===== src/rtl/ifetch_pkg.sv =====
// Shared types and constants for the instruction fetch stage.
`timescale 1ns/1ps
package ifetch_pkg;

    typedef enum logic [1:0] {
        S_FETCH   = 2'd0,
        S_PRESENT = 2'd1,
        S_HALT    = 2'd2
    } state_t;

    localparam int unsigned ADDR_W  = 64;
    localparam int unsigned INSTR_W = 32;
    localparam logic [ADDR_W-1:0] PC_INCR = 64'd4;

endpackage


===== src/rtl/instr_fetch_unit.sv =====
// Fetch stage: owns the PC, waits RD_LATENCY cycles for imem, presents {instr, pc}
// to decode over valid/ready, follows taken-branch redirects, halts past PC_LIMIT.
`timescale 1ns/1ps
module instr_fetch_unit
    import ifetch_pkg::*;
#(
    parameter int unsigned       RD_LATENCY = 2,
    parameter logic [ADDR_W-1:0] PC_LIMIT   = 64'h58
) (
    input  logic               CLK,
    input  logic               Reset_L,
    input  logic [ADDR_W-1:0]  startPC,
    output logic [ADDR_W-1:0]  imem_addr,
    input  logic [INSTR_W-1:0] imem_data,
    input  logic               redirect_valid,
    input  logic [ADDR_W-1:0]  redirect_pc,
    output logic               if_valid,
    input  logic               if_ready,
    output logic [INSTR_W-1:0] if_instr,
    output logic [ADDR_W-1:0]  if_pc,
    output logic               fetch_halted
);

    localparam int unsigned      CNT_W    = $clog2(RD_LATENCY + 1);
    localparam logic [CNT_W-1:0] CNT_LAST = CNT_W'(RD_LATENCY - 1);

    state_t              state, state_nxt;
    logic [ADDR_W-1:0]   pc, pc_nxt;
    logic [CNT_W-1:0]    cnt, cnt_nxt;
    logic [INSTR_W-1:0]  instr_nxt;
    logic [ADDR_W-1:0]   ipc_nxt;

    always_ff @(posedge CLK) begin
        if (!Reset_L) begin
            state    <= S_FETCH;
            pc       <= startPC;
            cnt      <= '0;
            if_instr <= '0;
            if_pc    <= '0;
        end else begin
            state    <= state_nxt;
            pc       <= pc_nxt;
            cnt      <= cnt_nxt;
            if_instr <= instr_nxt;
            if_pc    <= ipc_nxt;
        end
    end

    // Redirect wins over every normal transition, including a same-edge accept.
    always_comb begin
        state_nxt = state;
        pc_nxt    = pc;
        cnt_nxt   = cnt;
        instr_nxt = if_instr;
        ipc_nxt   = if_pc;
        if (redirect_valid) begin
            state_nxt = S_FETCH;
            pc_nxt    = {redirect_pc[ADDR_W-1:2], 2'b00};
            cnt_nxt   = '0;
        end else begin
            case (state)
                S_FETCH: begin
                    if (pc >= PC_LIMIT) begin
                        state_nxt = S_HALT;
                    end else if (cnt == CNT_LAST) begin
                        instr_nxt = imem_data;
                        ipc_nxt   = pc;
                        cnt_nxt   = '0;
                        state_nxt = S_PRESENT;
                    end else begin
                        cnt_nxt = cnt + CNT_W'(1);
                    end
                end
                S_PRESENT: begin
                    if (if_ready) begin
                        pc_nxt    = pc + PC_INCR;
                        state_nxt = S_FETCH;
                    end
                end
                S_HALT: begin
                    state_nxt = S_HALT;
                end
                default: begin
                    state_nxt = S_FETCH;
                end
            endcase
        end
    end

    assign imem_addr    = pc;
    assign if_valid     = (state == S_PRESENT);
    assign fetch_halted = (state == S_HALT);

endmodule


===== config.mk =====
export PLATFORM = sky130hd
export DESIGN_NAME = instr_fetch_unit
export DESIGN_NICKNAME = d
export VERILOG_FILES = /design/src/rtl/ifetch_pkg.sv /design/src/rtl/instr_fetch_unit.sv
export SDC_FILE = /design/constraint.sdc
export NUM_CORES = 1
export LEC_CHECK = 0
export CAP_MARGIN = 20
export CORE_MARGIN = 2
export CORE_UTILIZATION = 44
export CTS_BUF_LIST = sky130_fd_sc_hd__clkbuf_4
export CTS_CLUSTER_DIAMETER = 40
export DETAILED_ROUTE_END_ITERATION = 16
export PLACE_DENSITY = 0.87
export RECOVER_POWER = 25
export SYNTH_ARGS = -nofsm -noshare
export SYNTH_HDL_FRONTEND = slang
export SYNTH_SLANG_ARGS = --single-unit

===== constraint.sdc =====
create_clock -name CLK -period 3.1 [get_ports CLK]
set_input_delay 0.62 -clock CLK [delete_from_list [all_inputs] [get_ports CLK]]
set_output_delay 0.62 -clock CLK [all_outputs]
set_load 0.005 [all_outputs]

==> metrics.yaml <==
sta:
  setup_ws_ns: 0.392
  relSlewSlack_pct: -5.18
  fin_crit_sh_pct: 87.4
  hold_viol_final: 0
  final.setup_skew_ns: 0.0271
  fmax_ghz: 0.369
  min_period_ns: 2.71
  setup_viol: 0
  finalMaxSlewViolations: 168
  grt_setup_unrepaired: "no"
  tightest_slew_ns: 1.58
  finalSetupTns_ns: 0
layout:
  final_nets: 1264
  ff_latch_area_mm2: 0.00392
  fillers: 1356
  drive_gt1_share_pct: 7.29
  multi_input_area_mm2: 0.00346
  synthToLayoutAreaGrowth_pct: 48.8
  final_cell_area_mm2: 0.0114
power:
  power_density_mw_per_mm2: 402
  vdd_drop_max_v: 0.000262
  p_leak_nw: 4.27
floorplanning:
  die_area_mm2: 0.0185
  io_pins: 326
  placementRows: 48
  start_util_pct: 44.6
  fp.dieW_um: 136
  core_area_mm2: 0.0172
  die_h_um: 136
yosys:
  yosys_register_bits: 164
  syn_area_per_cell_um2: 9.70
  synthDistinctLibCells: 53
  synth_area_leader_cell: "dfxtp_1"
  synthTopCellsByArea: "dfxtp_1 (26%), edfxtp_1 (25%), o21ai_0 (6.0%)"
  syn-num-nets: 956
  synth_common_cells: "dfxtp_1 (100), o21ai_0 (92), nand2_1 (70), and3_1 (64), edfxtp_1 (64)"
  yosysMostFrequentCell: "dfxtp_1"
  synth_top_cell_area_share_pct: 26.1
  yosys_warnings: 0
  synth_edf_count: 64
  synth_area_mm2: 0.00766
  syn-instance-count: 790
  ys_seq_area_share_pct: 51.2
  synth_flop_cell: "dfxtp_1"
  async_flop_share_pct: 0
placed_design:
  dpl.hpwl_mm: 18.1
  port_buffers: 323
  place_area_mm2: 0.0112
  gp_congestion: 0.857
  pre_cts_ws_ns: 0.456
global_route:
  grt_antenna_before_repair: 1
  overflow: 0
  grt_pass1_wl_mm: 37.1
  grt_pass1_vias: 7056
  grt_max_degree: 168
  track_usage_pct: 25.9
clocking:
  clk_pin_slew_worst_paths_ns: 0.14
  post_cts_buffers: 0
  cts_hold_buf: 0
  cts_tree: "built"
  htreeDepth: 4
  clockBufferDepth: 2
  cts_resized: 0
  cts.sinks: 164
  cts_root_buffer: "clkbuf_4"
  clk_latency_ns: 0.58
  cts_buffers: 17
outcome:
  outcome: "complete, but fails checks"
  violations: "max-capacitance violations, max-slew violations"
route:
  dr.pass1.iters: 7
  drt-total-wl_mm: 24.6
  drcViolationCount: 0
  ant_nets: 0
  vias: 7315
  via_per_inst: 5.47
  post_drt_wl_per_cell_um: 18.4
  drt_first_iter_violations: 436
worst_setup_path:
  cp_data_arrival_time_ns: 3.10
  crit_path_start: "redirect_valid"
  r2r-end: "imem_addr[46]$_DFFE_PP_"
  critPathMaxFanout: 24
  r2r_slack_ns: 0.43
  setup.worst_path.class: "in2reg"
  crit_path_start_kind: "input port"
  timing.rr.start: "imem_addr[11]$_DFFE_PP_"
  critPathCaptureType: "flop"
  r2r_cells: 6
  critPathRequiredTime_ns: 3.49
flow_run:
  maxCapViolCount: 1
min_path:
  holdCritStartpoint: "Reset_L"
  whs_path_depth: 5
  hold_path_class: "in2reg"
  whs_endpoint: "cnt[1]$_SDFFE_PN0P_"
layer usage:
metal  routed length [um]  track usage (%)
met5                    0                0
met4                  857             9.95
met3                 2590             10.5
met2                11800             43.7
met1                 9420             29.4
per-stage QoR:
stage / power (mW) / hold WS, ns / utilization [%] / std cells
finish: 4.59 / 0.421 / 66.4 / 1337
global route: 4.78 / 0.408 / 66.4 / 1337
CTS: 4.63 / 0.413 / 66.7 / 1336
detailed placement: 3.34 / 0.444 / 65.0 / 1304
global placement: 3.32 / 0.430 / 65.0 / 1304
floorplan: 2.80 / 0.420 / - / 790
cell usage in the layout (no fill, tap or decap), drive strengths merged, types with 13 or more instances in the layout:
cell / instances
nand4: 16
nand2: 70
nor4: 28
xor2: 17
edfxtp: 64
nor2: 32
clkdlybuf4s50: 306
and3: 64
o2bb2ai: 13
o21ai: 99
dfxtp: 100
xnor2: 35
dlygate4sd3: 15
inv: 27
nor3: 22
buf: 17
clkbuf: 25
a22oi: 32
nand3: 62
worst max-delay path by stage:
stage | to | slack (ns) | depth (start not counted)
4_1_cts | imem_addr[49]$_DFFE_PP_ | 0.45 | 6
6_report | imem_addr[47]$_DFFE_PP_ | 0.39 | 7
5_1_grt | imem_addr[46]$_DFFE_PP_ | 0.17 | 6
3_3_place_gp | imem_addr[46]$_DFFE_PP_ | 0.51 | 6
3_5_place_dp | imem_addr[49]$_DFFE_PP_ | 0.46 | 6
2_1_floorplan | imem_addr[10]$_DFFE_PP_ | 0.29 | 4
registers in the layout, indices dropped and copies added (netlist names):
register	cells
if_pc	64
cnt	2
if_instr	32
state	2
imem_addr	64
critical path, cell delays in order:
cell and delay, ns:
clkbuf_1 0.78, clkinv_1 0.49, clkbuf_1 0.48, nor2_2 0.23, buf_4 0.24, a22oi_1 0.13, o21ai_0 0.12
where the power goes:
group | switching, mW | leakage (nW) | internal (mW)
Sequential | 0.145 | 1.47 | 2.36
Clock | 0.847 | 0.157 | 0.448
Combinational | 0.316 | 2.64 | 0.473
Total | 1.31 | 4.27 | 3.28
layout make-up:
type	instances	area share (%)
sequential	164	34.4
multi-input combinational	552	30.3
timing repair buffer	345	29.7
tap	225	2.47
clock inverter	14	1.34
clock buffer	18	1.18
inverter	18	0.592
antenna	1	0.0219
cells by family after synthesis:
group / share of synthesized area (%)
AOI/OAI and AO/OA: 13.9
adders and majority gates: 0.326
muxes: 1.03
DFF: 51.2
xor gates and xnor gates: 5.94
buffers and inverters: 3.84
and+or+nand+nor: 23.8
Power figures use the tool's default switching activity.
